--- src/rtl/armleocpu_icache_responder.sv ---
// Single-line instruction cache responder: serves fetch hits in one cycle and
// refills the line on a miss with one AXI4 INCR read burst.
module armleocpu_icache_responder #(
  parameter int unsigned LINE_WORDS_LOG2 = 3
) (
  input  logic        clk,
  input  logic        rst_n,
  input  logic [3:0]  c_cmd,
  input  logic [31:0] c_address,
  output logic        c_done,
  output logic [3:0]  c_response,
  output logic [31:0] c_load_data,
  output logic        m_arvalid,
  input  logic        m_arready,
  output logic [31:0] m_araddr,
  output logic [7:0]  m_arlen,
  output logic [1:0]  m_arburst,
  input  logic        m_rvalid,
  output logic        m_rready,
  input  logic [31:0] m_rdata,
  input  logic [1:0]  m_rresp,
  input  logic        m_rlast
);

  localparam int unsigned LINE_WORDS = 1 << LINE_WORDS_LOG2;
  localparam int unsigned OFF_W      = LINE_WORDS_LOG2;
  localparam int unsigned TAG_LSB    = LINE_WORDS_LOG2 + 2;
  localparam int unsigned TAG_W      = 32 - TAG_LSB;

  localparam logic [3:0] CMD_NONE      = 4'd0;
  localparam logic [3:0] CMD_EXECUTE   = 4'd1;
  localparam logic [3:0] CMD_FLUSH_ALL = 4'd4;

  localparam logic [3:0] RESP_SUCCESS     = 4'd0;
  localparam logic [3:0] RESP_ACCESSFAULT = 4'd1;
  localparam logic [3:0] RESP_MISALIGNED  = 4'd3;
  localparam logic [3:0] RESP_UNKNOWNTYPE = 4'd4;

  typedef enum logic [1:0] {
    IDLE = 2'd0,
    ADDR = 2'd1,
    DATA = 2'd2,
    RESP = 2'd3
  } state_t;

  state_t           state;
  logic             line_valid;
  logic [TAG_W-1:0] line_tag;
  logic [TAG_W-1:0] req_tag;
  logic [OFF_W-1:0] req_off;
  logic [OFF_W-1:0] beat_cnt;
  logic             beat_full;
  logic             err;
  logic [31:0]      req_word;
  logic [31:0]      words [LINE_WORDS];

  logic [TAG_W-1:0] c_tag;
  logic [OFF_W-1:0] c_off;
  logic             hit;
  logic             beat_hs;
  logic             beat_wr;
  logic             beat_err;

  // Address decode and beat qualification
  assign c_tag    = c_address[31:TAG_LSB];
  assign c_off    = c_address[TAG_LSB-1:2];
  assign hit      = line_valid && (line_tag == c_tag);
  assign beat_hs  = m_rvalid && m_rready;
  assign beat_wr  = beat_hs && !beat_full;
  assign beat_err = (m_rresp != 2'b00);

  assign m_arlen   = 8'(LINE_WORDS - 1);
  assign m_arburst = 2'b01;

  // Line storage: beats past the end of the line are dropped
  always_ff @(posedge clk) begin
    if (rst_n && (state == DATA) && beat_wr) begin
      words[beat_cnt] <= m_rdata;
    end
  end

  // Request FSM; RESP behaves as IDLE so a command is accepted while c_done is high
  always_ff @(posedge clk) begin
    if (!rst_n) begin
      state       <= IDLE;
      line_valid  <= 1'b0;
      line_tag    <= '0;
      req_tag     <= '0;
      req_off     <= '0;
      beat_cnt    <= '0;
      beat_full   <= 1'b0;
      err         <= 1'b0;
      req_word    <= '0;
      c_done      <= 1'b0;
      c_response  <= RESP_SUCCESS;
      c_load_data <= '0;
      m_arvalid   <= 1'b0;
      m_araddr    <= '0;
      m_rready    <= 1'b0;
    end else begin
      c_done <= 1'b0;
      case (state)
        IDLE, RESP: begin
          state <= IDLE;
          case (c_cmd)
            CMD_NONE: begin
            end
            CMD_FLUSH_ALL: begin
              line_valid <= 1'b0;
              c_done     <= 1'b1;
              c_response <= RESP_SUCCESS;
            end
            CMD_EXECUTE: begin
              if (c_address[1:0] != 2'b00) begin
                c_done     <= 1'b1;
                c_response <= RESP_MISALIGNED;
              end else if (hit) begin
                c_done      <= 1'b1;
                c_response  <= RESP_SUCCESS;
                c_load_data <= words[c_off];
              end else begin
                req_tag    <= c_tag;
                req_off    <= c_off;
                line_valid <= 1'b0;
                m_araddr   <= {c_tag, {TAG_LSB{1'b0}}};
                m_arvalid  <= 1'b1;
                state      <= ADDR;
              end
            end
            default: begin
              c_done     <= 1'b1;
              c_response <= RESP_UNKNOWNTYPE;
            end
          endcase
        end
        ADDR: begin
          if (m_arready) begin
            m_arvalid <= 1'b0;
            m_rready  <= 1'b1;
            beat_cnt  <= '0;
            beat_full <= 1'b0;
            err       <= 1'b0;
            state     <= DATA;
          end
        end
        DATA: begin
          if (beat_hs) begin
            if (!beat_full) begin
              beat_cnt <= beat_cnt + OFF_W'(1);
              if (beat_cnt == OFF_W'(LINE_WORDS - 1)) begin
                beat_full <= 1'b1;
              end
              if (beat_cnt == req_off) begin
                req_word <= m_rdata;
              end
            end
            if (beat_err) begin
              err <= 1'b1;
            end
            if (m_rlast) begin
              m_rready <= 1'b0;
              c_done   <= 1'b1;
              state    <= RESP;
              if (err || beat_err) begin
                c_response  <= RESP_ACCESSFAULT;
                c_load_data <= '0;
              end else begin
                line_valid  <= 1'b1;
                line_tag    <= req_tag;
                c_response  <= RESP_SUCCESS;
                c_load_data <= (beat_wr && (beat_cnt == req_off)) ? m_rdata : req_word;
              end
            end
          end
        end
        default: state <= IDLE;
      endcase
    end
  end

endmodule
--- config.mk ---
export PLATFORM = sky130hd
export DESIGN_NAME = armleocpu_icache_responder
export DESIGN_NICKNAME = d
export VERILOG_FILES = /design/src/rtl/armleocpu_icache_responder.sv
export SDC_FILE = /design/constraint.sdc
export NUM_CORES = 1
export LEC_CHECK = 0
export CORE_MARGIN = 8
export CORE_UTILIZATION = 51
export DETAILED_ROUTE_END_ITERATION = 8
export PLACE_DENSITY = 0.75
export SYNTH_ARGS = -nofsm -noshare
export SYNTH_HDL_FRONTEND = slang
export SYNTH_SLANG_ARGS = --single-unit
--- constraint.sdc ---
create_clock -name clk -period 4 [get_ports clk]
set_input_delay 0.4 -clock clk [delete_from_list [all_inputs] [get_ports clk]]
set_output_delay 0.4 -clock clk [all_outputs]
set_load 0.02 [all_outputs]
==> results by stage <==
Clocking:
- The clock net in this run drives a total of 391 sinks.
- The longest clock path from root to sink contains 3 buffers.
- The number of hold buffers added after CTS is 0.
- The clock latency on the worst-skew pair is 520 ps.
- The cell at the root of the clock tree is sky130_fd_sc_hd__clkbuf_16.
- The number of clock buffers added by TritonCTS is 40.
- The number of gates resized after CTS was 0.
- The post-CTS setup buffer count is 0.
- The clock tree synthesis step divided the H-tree into 2 levels.
- TritonCTS built the clock tree.
- The post-CTS clock slew at the launch and capture registers of the worst setup and hold paths is 60 ps.

Floorplan:
- The area inside the core boundary is 30510 um^2.
- The floorplan row count is 64.
- The boundary pin count is 156.
- Once the floorplan was initialized, standard cells occupied 51.56% of the core.
- The die is 191.6 um wide.
- From bottom edge to top edge, the die measures 191.6 um.
- The die covers 36720 um^2.

Synth:
- By count the netlist is led by sky130_fd_sc_hd__edfxtp_1 (256), sky130_fd_sc_hd__nand2_1 (158), sky130_fd_sc_hd__dfxtp_1 (135).
- After synthesis, the share of flip-flops with an asynchronous set or reset is 0%.
- The synthesized design contains 391 register bits.
- The most common cell in the synthesized netlist is sky130_fd_sc_hd__edfxtp_1.
- The area share of the largest cell type after synthesis is 48.87%.
- The post-synthesis instance area is 15730 um^2.
- After synthesis, the cell types taking the most area are sky130_fd_sc_hd__edfxtp_1 (49%), sky130_fd_sc_hd__dfxtp_1 (17%), sky130_fd_sc_hd__mux4_2 (9.2%).
- The number of enable-type register cells in the synthesized netlist is 256.
- Counting distinct cell types in the post-synthesis netlist gives 48.
- The Yosys step of the flow raised 0 warnings.
- The most used flip-flop cell after synthesis is sky130_fd_sc_hd__edfxtp_1.
- The leading area contributor after synthesis is sky130_fd_sc_hd__edfxtp_1.
- The fraction of the yosys area taken by sequential cells is 66.05%.
- The synthesized area divided by synthesized cell count is 14.37 um^2.
- The synthesized instance count is 1095.

Detailed routing:
- The total routed wirelength is 37.90 mm.
- For this run, design rule violations remaining after detail routing come to 0.
- The first-iteration detailed-routing DRC count is 927.
- The overall via count from detail_route is 9872.
- The number of vias per cell is 5.947.
- In this run the remaining antenna-violating nets after routing total 0.
- The average wire per cell in the routed design is 22.83 um.
- The iteration count of the initial detailed-routing pass is 5.

Cells and area:
- The number of inserted diodes is 0.
- Measured on the finished design, the core utilization comes to 61.66%.
- The synthesis-to-layout area growth is 19.58%.
- The fraction of final layout cells sized beyond drive strength 1 is 13.84%.
- The number of nets in the final layout is 1312.
- The final standard cell area without fillers is 18810 um^2.
- The final non-filler cell total is 1660.

Worst setup path:
- Walking the worst path, the cells encountered are clkdlybuf4s50_1, or4b_4, nor3_4, nand2_1, nor4_4, buf_4, buf_4, o221ai_1, o211a_1.
- The critical path is of the primary input to flip-flop type.
- The sort of element at the end of the critical path is a flip-flop.
- The worst register-to-register path begins at state[0]$_SDFFE_PN0P_.
- The startpoint of the worst setup timing path is c_cmd[1].
- The highest cell delay on the worst timing path is 600 ps.
- STA puts the critical path data arrival time at 3110 ps.
- STA classifies the critical path startpoint as a primary input.
- The largest driver fanout on the critical path is 17.
- By instance count, the cell type seen most on the critical path is sky130_fd_sc_hd__buf_4.
- Among all stages on the critical path, the largest delay is contributed by sky130_fd_sc_hd__or4b_4.
- The endpoint required time on the critical path is 4420 ps.

GRT:
- The number of antenna violations at the first check in global routing is 2.
- The via count of the first global-routing pass was 10260.
- The largest net degree at the start of global routing is 64.
- The first global-routing pass estimated 57.87 mm of wire.
- The total global routing track utilization is 20.41%.
- After global routing the overflow that remains totals 0.

STA:
- The hold violation total from the final report came to 0.
- The clock period could shrink to 2693 ps.
- Measured against its own limit, the worst slew margin works out to 25.71%.
- For the pin with the worst max-slew slack, the measured transition is 1112 ps.
- Once routing completed, OpenROAD measured the worst setup slack at 1307 ps.
- Of the available clock period, the critical path in the final layout requires 67.32%.
- Setup total negative slack on the finished layout was measured at 0 ps.
- The fmax is 0.3714 GHz.
- Setup repair after global routing left no endpoint under its margin.
- On the final layout, the worst clock skew is 18.28 ps.
- The total setup violations reported at the end of the flow is 0.
- The number of max-slew violations in the final report was 0.

Place:
- The HPWL after detailed placement is 22.96 mm.
- The total cell area at the placement stage is 17610 um^2.
- The congestion estimate from routability-driven global placement came to 0.7797.
- The setup slack at placement is 788.4 ps.
- After detailed placement, the design holds a cell count of 1587.
- The count of buffers added on input and output ports is 139.

Power and ir drop:
- Across the VDD grid, the largest voltage drop is 300.4 uV.
- Power spread over the standard cell area amounts to 441.6 nW/um^2.
- The analysis attributes to cell leakage a power of 0.006412 uW.

Min path:
- The tightest min-delay check is of the primary input to flip-flop type.
- The hold path startpoint is rst_n.

Status:
- The run finished with clean final reports.

Run:
- The max capacitance violation total is 0.
## state kept, by name, summed over array words and instances, names as in the netlist
register     flops
req_word        32
line_tag        27
m_rready         1
beat_full        1
c_response       3
req_off          3
c_load_data     32
state            2
c_done           1
words          256
line_valid       1
m_arvalid        1
req_tag         27
err              1
beat_cnt         3
## routing by layer
metal | global-route usage, % | share of wire (%) | vias to the layer above | wire (um)
met5 | 0 | 0.069 | - | 26
met4 | 6.306 | 2.1 | 4 | 805
met3 | 4.412 | 8.2 | 66 | 3117
met2 | 34.07 | 49 | 424 | 18740
met1 | 26.45 | 40 | 4938 | 15210
li1 | - | - | 4440 | -
## area by class of cell
cell class                 instances  area (um^2)
multi-input combinational        617         4982
clock inverter                    15        72.57
fill                            2268        11700
clock buffer                      58         1131
tap                              396        495.5
sequential                       391        10390
inverter                           9        33.78
timing repair buffer             174         1707
## worst paths after layout
path	to	slack [ps]	cells past startpoint
worst min register to register	req_word[19]$_SDFFE_PN0P_	450	2
worst max-delay path	c_load_data[16]$_SDFFE_PN0P_	1310	9
worst min-delay path	c_load_data[9]$_SDFFE_PN0P_	390	2
worst max register to register	c_load_data[16]$_SDFFE_PN0P_	1340	10
## layout by cell type (no fill, tap or decap), drive strengths merged, types with 18 or more instances in the layout
master,netlist,routed
xor2,21,21
a22oi,33,33
mux2i,66,66
buf,35,38
clkdlybuf4s50,0,136
nor2,18,18
nand3,38,38
o211a,33,33
edfxtp,256,256
mux4,64,64
a21oi,69,69
o221ai,32,32
clkbuf,57,58
nand2,158,158
dfxtp,135,135
## report_power, final
group | switching [uW] | internal, uW | total, uW
Sequential | 10.2 | 4310 | 4320
Combinational | 331 | 229 | 560
Clock | 1460 | 1960 | 3430
Total | 1800 | 6500 | 8310
## logic make-up (layout without fill, tap and decap cells)
logic type      after synthesis  after routing  share of synthesized area (%)
mux                         130            130                          13.36
xor+xnor                     28             28                          1.559
flops                       391            391                          66.05
simple gates                256            256                          7.309
other cells                   2             16                        0.04774
fa+ha+maj                     4              4                         0.3182
buf+inv                     101            256                          2.983
compound gates              183            183                          8.375
## through the flow
| stage | hold WS, ps | power (uW) |
|---|---|---|
| floorplan | 435.7 | 4734 |
| global placement | 440.6 | 4956 |
| detailed placement | 445.6 | 4966 |
| CTS | 364.8 | 8367 |
| global route | 386.2 | 8564 |
| finish | 394.0 | 8308 |
## worst max-delay path: cells and delay by family
family          cells  cell delay, ps
buf+inv             3            1090
simple gates        4            1250
compound gates      2             340
Note: power is estimated with default switching activity, not from simulation.
